==> config.mk <==
export PLATFORM = sky130hd
export DESIGN_NAME = cfg_wr_guard
export DESIGN_NICKNAME = d
export VERILOG_FILES = /design/src/rtl/cfg_guard_pkg.sv /design/src/rtl/cfg_wr_guard.sv
export SDC_FILE = /design/constraint.sdc
export NUM_CORES = 1
export LEC_CHECK = 0
export CELL_PAD_IN_SITES_DETAIL_PLACEMENT = 2
export CELL_PAD_IN_SITES_GLOBAL_PLACEMENT = 2
export CORE_UTILIZATION = 30
export DETAILED_ROUTE_END_ITERATION = 8
export PLACE_DENSITY_LB_ADDON = 0.1
export SLEW_MARGIN = 20
export SYNTH_ARGS = -nofsm -noshare
export SYNTH_HDL_FRONTEND = slang
export SYNTH_SLANG_ARGS = --single-unit
==> constraint.sdc <==
create_clock -name SCK -period 3.52 [get_ports SCK]
set_clock_uncertainty 0.15 [all_clocks]
set_input_delay 0.88 -clock SCK [delete_from_list [all_inputs] [get_ports SCK]]
set_output_delay 0.88 -clock SCK [all_outputs]
set_load 0.1 [all_outputs]
==> src/rtl/cfg_guard_pkg.sv <==
`default_nettype none
// ============================================================================
// Module      : cfg_guard_pkg
// Description : Shared definitions for the configuration write guard: FSM
//               state encoding, address classes and default key/window values.
// Revision    : 1.0 - initial release
// ============================================================================
package cfg_guard_pkg;

    // Guard FSM state encoding
    typedef enum logic [1:0] {
        ST_LOCKED   = 2'b00,
        ST_ARMED    = 2'b01,
        ST_UNLOCKED = 2'b10
    } guard_state_t;

    // Address class of an incoming write
    typedef enum logic [1:0] {
        CLS_OPEN = 2'b00,
        CLS_PROT = 2'b01,
        CLS_KEY  = 2'b10
    } addr_cls_t;

    // Default protection window and key values
    localparam logic [5:0] C_PROT_LO   = 6'h30;
    localparam logic [5:0] C_PROT_HI   = 6'h3E;
    localparam logic [5:0] C_KEY_ADDR  = 6'h3F;
    localparam logic [7:0] C_KEY1      = 8'hA5;
    localparam logic [7:0] C_KEY2      = 8'h5A;
    localparam int         C_UNLOCK_WR = 4;

endpackage : cfg_guard_pkg
`default_nettype wire

==> src/rtl/cfg_wr_guard.sv <==
`default_nettype none
// ============================================================================
// Module      : cfg_wr_guard
// Description : Write-protection stage between the command interpreter and the
//               configuration register file. Forwards writes one cycle later,
//               gating a protected address window behind a two-write key
//               sequence with a limited write credit. Rejected writes set a
//               sticky error flag and a saturating rejection count.
// Revision    : 1.0 - initial release
// ============================================================================
module cfg_wr_guard
    import cfg_guard_pkg::*;
#(
    parameter int                ADDR_W    = 6,
    parameter int                DATA_W    = 8,
    parameter logic [ADDR_W-1:0] PROT_LO   = ADDR_W'(C_PROT_LO),
    parameter logic [ADDR_W-1:0] PROT_HI   = ADDR_W'(C_PROT_HI),
    parameter logic [ADDR_W-1:0] KEY_ADDR  = ADDR_W'(C_KEY_ADDR),
    parameter logic [DATA_W-1:0] KEY1      = DATA_W'(C_KEY1),
    parameter logic [DATA_W-1:0] KEY2      = DATA_W'(C_KEY2),
    parameter int                UNLOCK_WR = C_UNLOCK_WR
) (
    input  logic              SCK,
    input  logic              NRST,
    input  logic [ADDR_W-1:0] reg_addr_i,
    input  logic [DATA_W-1:0] reg_value_i,
    input  logic              wr_en_i,
    input  logic              clr_i,
    output logic [ADDR_W-1:0] reg_addr,
    output logic [DATA_W-1:0] reg_value,
    output logic              wr_en,
    output logic              unlocked,
    output logic              err_rej,
    output logic [3:0]        rej_cnt
);

    localparam logic [3:0] C_CREDIT_INIT = 4'(UNLOCK_WR);

    // Classify a write address as key register, protected window or open
    function automatic addr_cls_t classify(input logic [ADDR_W-1:0] addr);
        if (addr == KEY_ADDR) begin
            return CLS_KEY;
        end else if ((addr >= PROT_LO) && (addr <= PROT_HI)) begin
            return CLS_PROT;
        end else begin
            return CLS_OPEN;
        end
    endfunction

    guard_state_t      state_q, state_d;
    logic [3:0]        credit_q, credit_d;
    logic [ADDR_W-1:0] reg_addr_q, reg_addr_d;
    logic [DATA_W-1:0] reg_value_q, reg_value_d;
    logic              wr_en_q, wr_en_d;
    logic              unlocked_q, unlocked_d;
    logic              err_rej_q, err_rej_d;
    logic [3:0]        rej_cnt_q, rej_cnt_d;

    addr_cls_t         w_cls;
    logic              w_fwd;
    logic              w_rej;

    assign w_cls = classify(reg_addr_i);

    // Guard FSM: next state, credit, and forward/reject decision per strobe
    always_comb begin
        state_d  = state_q;
        credit_d = credit_q;
        w_fwd    = 1'b0;
        w_rej    = 1'b0;
        if (wr_en_i) begin
            case (state_q)
                ST_ARMED: begin
                    if ((w_cls == CLS_KEY) && (reg_value_i == KEY2)) begin
                        state_d  = ST_UNLOCKED;
                        credit_d = C_CREDIT_INIT;
                    end else begin
                        // Sequence broken: handle this write as if LOCKED
                        state_d = ST_LOCKED;
                        case (w_cls)
                            CLS_KEY:  if (reg_value_i == KEY1) state_d = ST_ARMED;
                            CLS_PROT: w_rej = 1'b1;
                            default:  w_fwd = 1'b1;
                        endcase
                    end
                end
                ST_UNLOCKED: begin
                    case (w_cls)
                        CLS_KEY: begin
                            state_d  = ST_LOCKED;
                            credit_d = 4'd0;
                        end
                        CLS_PROT: begin
                            w_fwd    = 1'b1;
                            credit_d = credit_q - 4'd1;
                            if (credit_q <= 4'd1) begin
                                state_d  = ST_LOCKED;
                                credit_d = 4'd0;
                            end
                        end
                        default: w_fwd = 1'b1;
                    endcase
                end
                default: begin
                    case (w_cls)
                        CLS_KEY:  if (reg_value_i == KEY1) state_d = ST_ARMED;
                        CLS_PROT: w_rej = 1'b1;
                        default:  w_fwd = 1'b1;
                    endcase
                end
            endcase
        end
    end

    // Output stage: forwarded write, status flags and rejection counter
    always_comb begin
        reg_addr_d  = reg_addr_q;
        reg_value_d = reg_value_q;
        wr_en_d     = w_fwd;
        unlocked_d  = (state_d == ST_UNLOCKED);
        err_rej_d   = err_rej_q;
        rej_cnt_d   = rej_cnt_q;
        if (w_fwd) begin
            reg_addr_d  = reg_addr_i;
            reg_value_d = reg_value_i;
        end
        // A rejection in the same cycle as a clear takes priority
        if (w_rej) begin
            err_rej_d = 1'b1;
            if (clr_i) begin
                rej_cnt_d = 4'd1;
            end else if (rej_cnt_q != 4'hF) begin
                rej_cnt_d = rej_cnt_q + 4'd1;
            end
        end else if (clr_i) begin
            err_rej_d = 1'b0;
            rej_cnt_d = 4'd0;
        end
    end

    // State and output registers
    always_ff @(posedge SCK or negedge NRST) begin
        if (!NRST) begin
            state_q     <= ST_LOCKED;
            credit_q    <= 4'd0;
            reg_addr_q  <= '0;
            reg_value_q <= '0;
            wr_en_q     <= 1'b0;
            unlocked_q  <= 1'b0;
            err_rej_q   <= 1'b0;
            rej_cnt_q   <= 4'd0;
        end else begin
            state_q     <= state_d;
            credit_q    <= credit_d;
            reg_addr_q  <= reg_addr_d;
            reg_value_q <= reg_value_d;
            wr_en_q     <= wr_en_d;
            unlocked_q  <= unlocked_d;
            err_rej_q   <= err_rej_d;
            rej_cnt_q   <= rej_cnt_d;
        end
    end

    assign reg_addr  = reg_addr_q;
    assign reg_value = reg_value_q;
    assign wr_en     = wr_en_q;
    assign unlocked  = unlocked_q;
    assign err_rej   = err_rej_q;
    assign rej_cnt   = rej_cnt_q;

endmodule : cfg_wr_guard
`default_nettype wire
# After elaboration in Yosys (flattened, before gate mapping)

Index checks and enable logic that the tools add are counted.

$add $sub $neg: 2
Magnitude comparators: 3
Equality and inequality tests: 11
Muxes and demuxes: 30
Reductions and logical operators: 8

Operators with widths:

| kind                | number |
|---|---|
| $mux 4              | 6 |
| $pmux 4 s2          | 2 |
| $mux 1              | 12 |
| $mux 2              | 6 |
| $eq 8x7->1 const B  | 1 |
| $eq 8x8->1 const B  | 1 |
| $pmux 2 s2          | 2 |
| $eq 2x2->1 const B  | 3 |
| $eq 6x6->1 const B  | 1 |
| $ge 6x6->1 const B  | 1 |
| $le 6x6->1 const B  | 1 |
| $reduce_bool 2->1   | 3 |
| $add 4x1->4 const B | 1 |
| $eq 2x1->1 const B  | 2 |
| $le 4x1->1 const B  | 1 |
| $ne 4x4->1 const B  | 1 |
| $pmux 1 s2          | 2 |
| $reduce_and 4->1    | 1 |
| $sub 4x1->4 const B | 1 |
| $ne 3x2->1 const B  | 1 |
| $logic_and 1x1->1   | 2 |
| $ne 2x2->1 const B  | 1 |
| $reduce_and 2->1    | 1 |
| $reduce_or 2->1     | 1 |

Register bits: 27
Bits of input ports: 18
Output and inout bits: 21

# Logic depth before layout (Yosys ltp)

Word-level depth: 11
Mapped depth: 8

# Worst setup path after synthesis

Ideal clock, no wire load.

Path type: flip-flop to flip-flop
From: register rej_cnt_q[0] (netlist: rej_cnt[0])
To: register rej_cnt_q[3] (netlist: rej_cnt[3])
Arrival: 2.061 ns
Setup slack: 1.235 ns
Cell stages (with the launch flop): 7
Period minus slack after synthesis: 2.285 ns
Cell sequence: dfrtp_1 ha_1 and3_1 nor4b_4 nand4_1 xor2_1 nor2_1

Longest elaborated chain between the ends: 4

RTL lines:

| what                   | RTL line            | text |
|---|---|---|
| start, declared        | cfg_wr_guard.sv:57  | `logic [3:0] rej_cnt_q, rej_cnt_d;` |
| start signal, assigned | cfg_wr_guard.sv:160 | `rej_cnt_q <= rej_cnt_d;` |
| $add 4x1->4            | cfg_wr_guard.sv:133 | `rej_cnt_d = rej_cnt_q + 4'd1;` |
| $mux 4                 | cfg_wr_guard.sv:132 | `end else if (rej_cnt_q != 4'hF) begin` |
| $mux 4                 | cfg_wr_guard.sv:130 | `if (clr_i) begin` |
| $mux 4                 | cfg_wr_guard.sv:128 | `if (w_rej) begin` |

Parallel ways exist; a longest one is shown, timed or not. The select of a mux whose other input is x is not followed.
A chain may end at the register's enable or synchronous reset.

# Worst setup path in the final report

From: input reg_addr_i[4]
To: register reg_value_q[6] (netlist: reg_value[6])

Longest elaborated chain between the ends: 10

RTL lines:

| what                                     | RTL line                                | text |
|---|---|---|
| start, declared                          | cfg_wr_guard.sv:25                      | `input logic [ADDR_W-1:0] reg_addr_i,` |
| $ge 6x6->1 or $le 6x6->1 (tied branches) | cfg_wr_guard.sv:43                      | `end else if ((addr >= PROT_LO) && (addr <= PROT_HI)) begin` |
| $logic_and 1x1->1                        | cfg_wr_guard.sv:43                      |  |
| $mux 1                                   | cfg_wr_guard.sv:43                      |  |
| $mux 2 *                                 | cfg_wr_guard.sv:41                      | `if (addr == KEY_ADDR) begin` |
| $eq 2x2->1 or $eq 2x1->1 (tied branches) | -                                       |  |
| $reduce_or 2->1 (no line)                | -                                       |  |
| $mux 1                                   | cfg_wr_guard.sv:80, cfg_wr_guard.sv:105 |  |
| $mux 1                                   | cfg_wr_guard.sv:74                      | `if ((w_cls == CLS_KEY) && (reg_value_i == KEY2)) begin` |
| $pmux 1 s2 *                             | cfg_wr_guard.sv:72                      | `case (state_q)` |
| $mux 1 *                                 | cfg_wr_guard.sv:71                      | `if (wr_en_i) begin` |
| end signal, assigned                     | cfg_wr_guard.sv:156                     | `reg_value_q <= reg_value_d;` |
| end, declared                            | cfg_wr_guard.sv:53                      | `logic [DATA_W-1:0] reg_value_q, reg_value_d;` |

Every way passes the cells marked *; elsewhere a longest branch is shown, timed or not.

==> impl_metrics.toml <==
[timing]
fin_crit_ns = 2.685
finalCritPeriodShare_pct = 76.27
worstMarginPinSlew_ns = 0.6029
rsz0062_at_grt = "false"
relSlewSlack_pct = 59.72
final-max-slew-violation-count = 0
tns_ns = 0
fmax_mhz = 372.5
setup_violations = 0
hold_viol_final = 0

[yosys]
yosys.cell_count.top_type = "dfrtp_1"
syn_area_sq_um = 1430
synth-seq-cells = 27
yosysWarnings = 0
async_reset_ff_share_pct = 100.0
yosysTopAreaCell = "dfrtp_1"
synth.avg_cell_area_sq_um = 12.12
netlist_top_cells_area = "dfrtp_1 47%, mux2_4 9.4%, ha_1 4.4%"
synthTopCellsByCount = "27 x dfrtp_1, 9 x mux2_4, 9 x nor2_1"
synth_ff_type = "dfrtp_1"
synth_fp_nets = 141
synth.top_cell.area_share_pct = 47.24
yosysSeqAreaShare_pct = 47.24
ys_types = 37
syn_inst = 118
synth-edff-count = 0

[global_route]
grt_max_degree = 28
grt_first_pass_wirelength_microns = 6044
antenna_found_initial = 0
grt_pass1_vias = 1252
track_usage_pct = 15.32
overflow = 0

[flow_run]
cap_violations = 0

[floorplanning]
initial_core_util_pct = 31.96
core_area_sq_um = 4474
top_level_ports = 39
die_w_microns = 71.05
dieArea_sq_um = 5047
num_rows = 24
die_y_microns = 71.05

[layout]
multi_input_area_sq_um = 708.2
areaGrowthSynthToFinish_pct = 29.75
fillCellCount = 482
regArea_sq_um = 675.6
antenna_cells = 0
finish.instance_area_sq_um = 1856
fin_nets = 184
stdcell_count = 212
drive_above_1_share_pct = 29.38

[setup_path]
r2r_end = "reg_value[6]"
crit_arrival_ns = 2.70
cp-endpoint = "reg_value[6]"
critical_path.max_fanout = 15
worstSetupPathType = "in -> reg"
startpoint = "reg_addr_i[4]"
r2r_cells = 7
crit_path_start_kind = "primary input"
r2r_slack_ns = 1.26
reg2reg_from = "state_q[0]"
endpoint_kind = "register"
required_ns = 3.53

[placed_design]
dp.cells = 208
placed_area_sq_um = 1810
hpwl_microns = 2669
gp_congestion = 0.7170
port-buffer-count = 38

[cts]
clk_pin_slew_ns = 0.10
clkLatencyLatePin_ns = 0.27
cts.htree.levels = 1
cts_tree = "yes"
cts_inserted_buffers = 3
cts_root_buffer = "clkbuf_8"
hold_buffers = 0
cts_setup_buffers = 0
cts_buffer_depth = 2
cts_sinks = 27
cts_resized = 0

[route]
vias = 1064
drt_first_iter_violations = 29
avgViaCountPerCell = 5.019
antenna_left = 0
routed_wl_microns = 3394
first_pass_iters = 5
drc = 0
avgRoutedWirePerCell_microns = 16.01

[status]
status = "completed"

[hold_path]
hold_class = "reg -> reg"
[flip-flops by register name, indices dropped and copies added (netlist names)]
register and count:
reg_value 8, reg_addr 6, credit_q 4, rej_cnt 4
state_q 2, err_rej 1, unlocked 1, wr_en 1
[cells by family after synthesis]
logic type / count (synthesis) / share of synthesized area [%]
AOI/OAI and AO/OA: 23 / 11.29
xor gates and xnor gates: 1 / 0.6125
adders and majority gates: 5 / 4.374
buffers and inverters: 8 / 3.237
DFF: 27 / 47.24
muxes: 15 / 14.09
and+or+nand+nor: 39 / 19.16
[final cells by class]
| type | count | area share (%) |
|---|---|---|
| well taps | 52 | 3.506 |
| clock buffers | 4 | 2.428 |
| flip-flops and latches | 27 | 36.41 |
| inverters | 7 | 1.416 |
| repair buffers | 39 | 18.07 |
| multi-input cells | 83 | 38.17 |
[through the flow]
step                      worst slack [ns]  hold slack (ns)  util, %
after floorplan                      1.235           0.3215        -
after global placement              0.5575           0.3183    40.46
after detailed placement            0.5263           0.3479    40.46
after CTS                           0.8042           0.3694    41.47
after global routing                0.7494           0.3963    41.47
final                               0.8354           0.3585    41.47
[worst max-delay path, cell delays in order]
cell	delay, ns
clkdlybuf4s50_1	0.52
nand2_2	0.19
nor2_4	0.16
nor2_2	0.06
a21oi_4	0.48
mux2_2	0.40
[routing by layer]
layer	wire length (microns)	up-vias	global-route usage (%)
li1	-	509	-
met1	1624	528	19.66
met2	1628	23	25.96
met3	113	4	4.131
met4	27	0	3.333
met5	0	-	0
[cells in the final DEF (no fill, tap or decap), drive strengths merged, types with 2 or more instances in the layout]
cell	synthesis	final
a21o	2	2
a21oi	4	4
and4b	2	2
buf	1	22
clkbuf	0	4
clkdlybuf4s50	0	17
dfrtp	27	27
ha	5	5
inv	7	7
mux2	14	14
nand2	7	7
nand4	3	3
nand4bb	4	4
nor2	11	11
nor3	4	4
o2111ai	2	2
o21a	3	3
o21ai	8	8
o31ai	2	2
[worst min-delay path by stage]
stage                       from      endpoint  depth (start not counted)
floorplan            credit_q[1]   credit_q[1]                          2
global placement         err_rej       err_rej                          1
detailed placement   reg_addr[3]   reg_addr[3]                          1
CTS                  reg_addr[3]   reg_addr[3]                          1
global route        reg_value[1]  reg_value[1]                          1
finish                   err_rej       err_rej                          1
Power is left out: the tool's default activity adds up to more than one toggle a clock period on the data nets, which glitch-free logic cannot reach.
==> RTL edit 1 (same settings) <==
Encoding of `guard_state_t`: now one-hot (3 bits for 3 states).
--- a/src/rtl/cfg_guard_pkg.sv
+++ b/src/rtl/cfg_guard_pkg.sv
@@ -8,10 +8,10 @@
 package cfg_guard_pkg;
 
     // Guard FSM state encoding
-    typedef enum logic [1:0] {
-        ST_LOCKED   = 2'b00,
-        ST_ARMED    = 2'b01,
-        ST_UNLOCKED = 2'b10
+    typedef enum logic [2:0] {
+        ST_LOCKED   = 3'b001,
+        ST_ARMED    = 3'b010,
+        ST_UNLOCKED = 3'b100
     } guard_state_t;
 
     // Address class of an incoming write
Function: same outputs for any inputs over 10 cycles, from zero or initial values and one cycle with NRST low; not proved beyond that.
==> RTL edit 1 against the original RTL <==
Fmax up 3.4%; worst setup slack better by 0.089 ns; cell area up 0.40%; routed wire length up 20%; highest routed layer unchanged; sequential cell count up 1; area after synthesis down 1.7%; non-clock buffer count up 1; critical path type unchanged.
==> RTL edit 1: results <==
[synthesis]
synth_xor_area_share_pct = 0.623
synthAdderAreaFrac_pct = 2.67
syn_area_per_cell_um2 = 9.83
synth_area_leaders = "dfrtp_1, nand2_1, ha_1, nand4_2, o21ai_0"
synth_common_cells = "nand2_1, dfrtp_1, inv_1, o21ai_0"
synth_fp_nets = 164
synth.area.mux_share_pct = 0.712
synth-compound-area-share_pct = 14.2

[global_routing]
met2_usage_pct = 33.4
grt_pass1_wl_mm = 7.01
grt_use_met1_pct = 20.9
grt_max_degree = 29
track_usage_pct = 18.1
gr-usage-met3_pct = 3.17

[critical_path]
crit_path_max_incr_delay_ns = 0.81
cp.arrival_ns = 2.63
r2r-start = "state_q[1]"
crit_path_end = "rej_cnt[3]"
cp-startpoint = "wr_en_i"
reg2reg_setup_slack_ns = 1.57
reg2reg_depth = 6
cp_max_fo = 14
rr_endpoint = "reg_addr[4]"

[status]
run_status = "finished clean"

[timing]
hold_slack_ns = 0.344
fin_crit_ns = 2.60
slew_headroom_pct = 57.0

[final_layout]
drive_gt1_share_pct = 21.2
final_cells = 236

[routing]
met3_length_um = 145
drt-wirelength-per-cell_um = 17.3
drt-met1-wl_mm = 1.78

[placed_design]
dp.cells = 232
dp_slack_ns = 0.621
placed_area_mm2 = 0.00179
post-dp-hpwl_mm = 3.02
RTL edit 1: power breakdown:
part,internal (mW),total [mW],switching [mW]
clock,0.153,0.263,0.110
sequential,0.398,0.462,0.0638
combinational,0.181,0.644,0.463
total,0.732,1.37,0.637
RTL edit 1: how the worst min path moves through the flow:
| stage | cells after the start | endpoint | startpoint |
|---|---|---|---|
| 2_1_floorplan | 1 | credit_q[1] | credit_q[1] |
| 3_3_place_gp | 2 | reg_value[4] | reg_value[4] |
| 6_report | 2 | reg_addr[0] | reg_addr[0] |
| 3_5_place_dp | 2 | reg_addr[0] | reg_addr[0] |
| 5_1_grt | 2 | reg_value[2] | reg_value[2] |
| 4_1_cts | 2 | reg_value[4] | reg_value[4] |
RTL edit 1: cell type report:
type / count / area, µm²
well taps: 52 / 65.1
fillers: 471 / 2550
repair buffers: 40 / 343
multi-input cells: 103 / 648
clock buffers: 3 / 41.3
inverters: 9 / 33.8
clock inverters: 1 / 30.0
flip-flops and latches: 28 / 702
==> RTL edit 2 (same settings) <==
Without the edit above. `DATA_W`: 8 -> 6.
--- a/src/rtl/cfg_wr_guard.sv
+++ b/src/rtl/cfg_wr_guard.sv
@@ -12,7 +12,7 @@
     import cfg_guard_pkg::*;
 #(
     parameter int                ADDR_W    = 6,
-    parameter int                DATA_W    = 8,
+    parameter int                DATA_W    = 6,
     parameter logic [ADDR_W-1:0] PROT_LO   = ADDR_W'(C_PROT_LO),
     parameter logic [ADDR_W-1:0] PROT_HI   = ADDR_W'(C_PROT_HI),
     parameter logic [ADDR_W-1:0] KEY_ADDR  = ADDR_W'(C_KEY_ADDR),
Ports: changed (resized reg_value and reg_value_i); port bits go from 39 to 35. No check against the original RTL was run, so the function may have changed too.
==> RTL edit 2 against the original RTL <==
Global-route usage increased by 3.2 points; sequential cell count shrank 2; cell area decreased by 8.6%; non-clock buffer count fell by 2; utilization up 0.31 points; worst setup slack got worse by 0.058 ns; routed wire length is 6.3% higher; area after synthesis shrank 10%; critical endpoint is now credit_q[3].
Power is left out: the tool's default activity adds up to more than one toggle a clock period on the data nets, which glitch-free logic cannot reach.
==> RTL edit 2: results <==
[routing]
vias = 1059
first_iter_violations = 20
finalWirelength_mm = 3.61
dr.pass1.iters = 4

[critical_path]
cp_max_fo = 8
crit_path_max_incr_delay_ns = 0.55
rr_endpoint = "rej_cnt[3]"
cp_top_family = "simple AND/OR/NAND/NOR gates"
cp-startpoint = "reg_addr_i[2]"
reg2reg_setup_slack_ns = 1.28
slowest_stage = "or4_1"
cp.arrival_ns = 2.81
crit_path_end = "credit_q[3]"

[timing]
tightest_slew_ns = 0.571
finalHoldViolations = 0

[placed_design]
portBuffers = 34
gp_congestion = 0.823
placed_area_mm2 = 0.00165
post-dp-hpwl_mm = 2.89

[synthesis]
yosysUniqueCellTypes = 36
synth-main-ff-cell = "dfrtp_1"
yosysSeqAreaShare_pct = 48.9
synth_fp_nets = 133
synth_area_leaders = "dfrtp_1, mux2_2, ha_1, o21ai_0, nor2_1"

[global_routing]
grt_max_degree = 26
track_usage_pct = 18.6
antenna_found_initial = 0
grt_pass1_vias = 1212
grt_pass1_wl_mm = 6.05

[status]
run_status = "finished clean"

[final_layout]
nFillCells = 439
n_antenna_cell = 0
drive_gt1_share_pct = 27.0
fin_nets = 174
## RTL edit 2: through the flow
stage	worst slack (ns)	utilization [%]	std cells	hold slack, ns
after floorplan	1.20	-	112	0.312
final	0.777	41.8	202	0.353
after global placement	0.527	40.7	198	0.320
after global routing	0.640	41.8	202	0.388
after CTS	0.761	41.8	202	0.367
after detailed placement	0.464	40.7	198	0.345
## RTL edit 2: cells by family after synthesis
| group | share of synthesized area, % |
|---|---|
| xor gates and xnor gates | 0.684 |
| adders and majority gates | 4.89 |
| DFF | 48.9 |
| muxes | 11.3 |
| buffers and inverters | 2.05 |
| and+or+nand+nor | 19.9 |
| AOI/OAI and AO/OA | 12.2 |
## RTL edit 2: worst min path at each step
stage,from,end,cells past startpoint
floorplan,credit_q[1],credit_q[1],2
detailed placement,err_rej,err_rej,1
global route,err_rej,err_rej,1
global placement,err_rej,err_rej,1
finish,err_rej,err_rej,1
CTS,err_rej,err_rej,1
## RTL edit 2: layout make-up
cell class                 count  share of cell area (%)
clock buffer                   4                    2.66
inverter                       5                    1.11
multi-input combinational     81                    37.0
sequential                    25                    36.9
tap                           50                    3.69
timing repair buffer          37                    18.6
## RTL edit 2: routing by layer
metal / wire length [µm] / track usage [%] / part of all wire, %
met1: 1560 / 22.0 / 43
met2: 1890 / 33.3 / 52
met3: 110 / 3.38 / 3.0
met4: 46 / 6.38 / 1.3
met5: 0 / 0 / 0
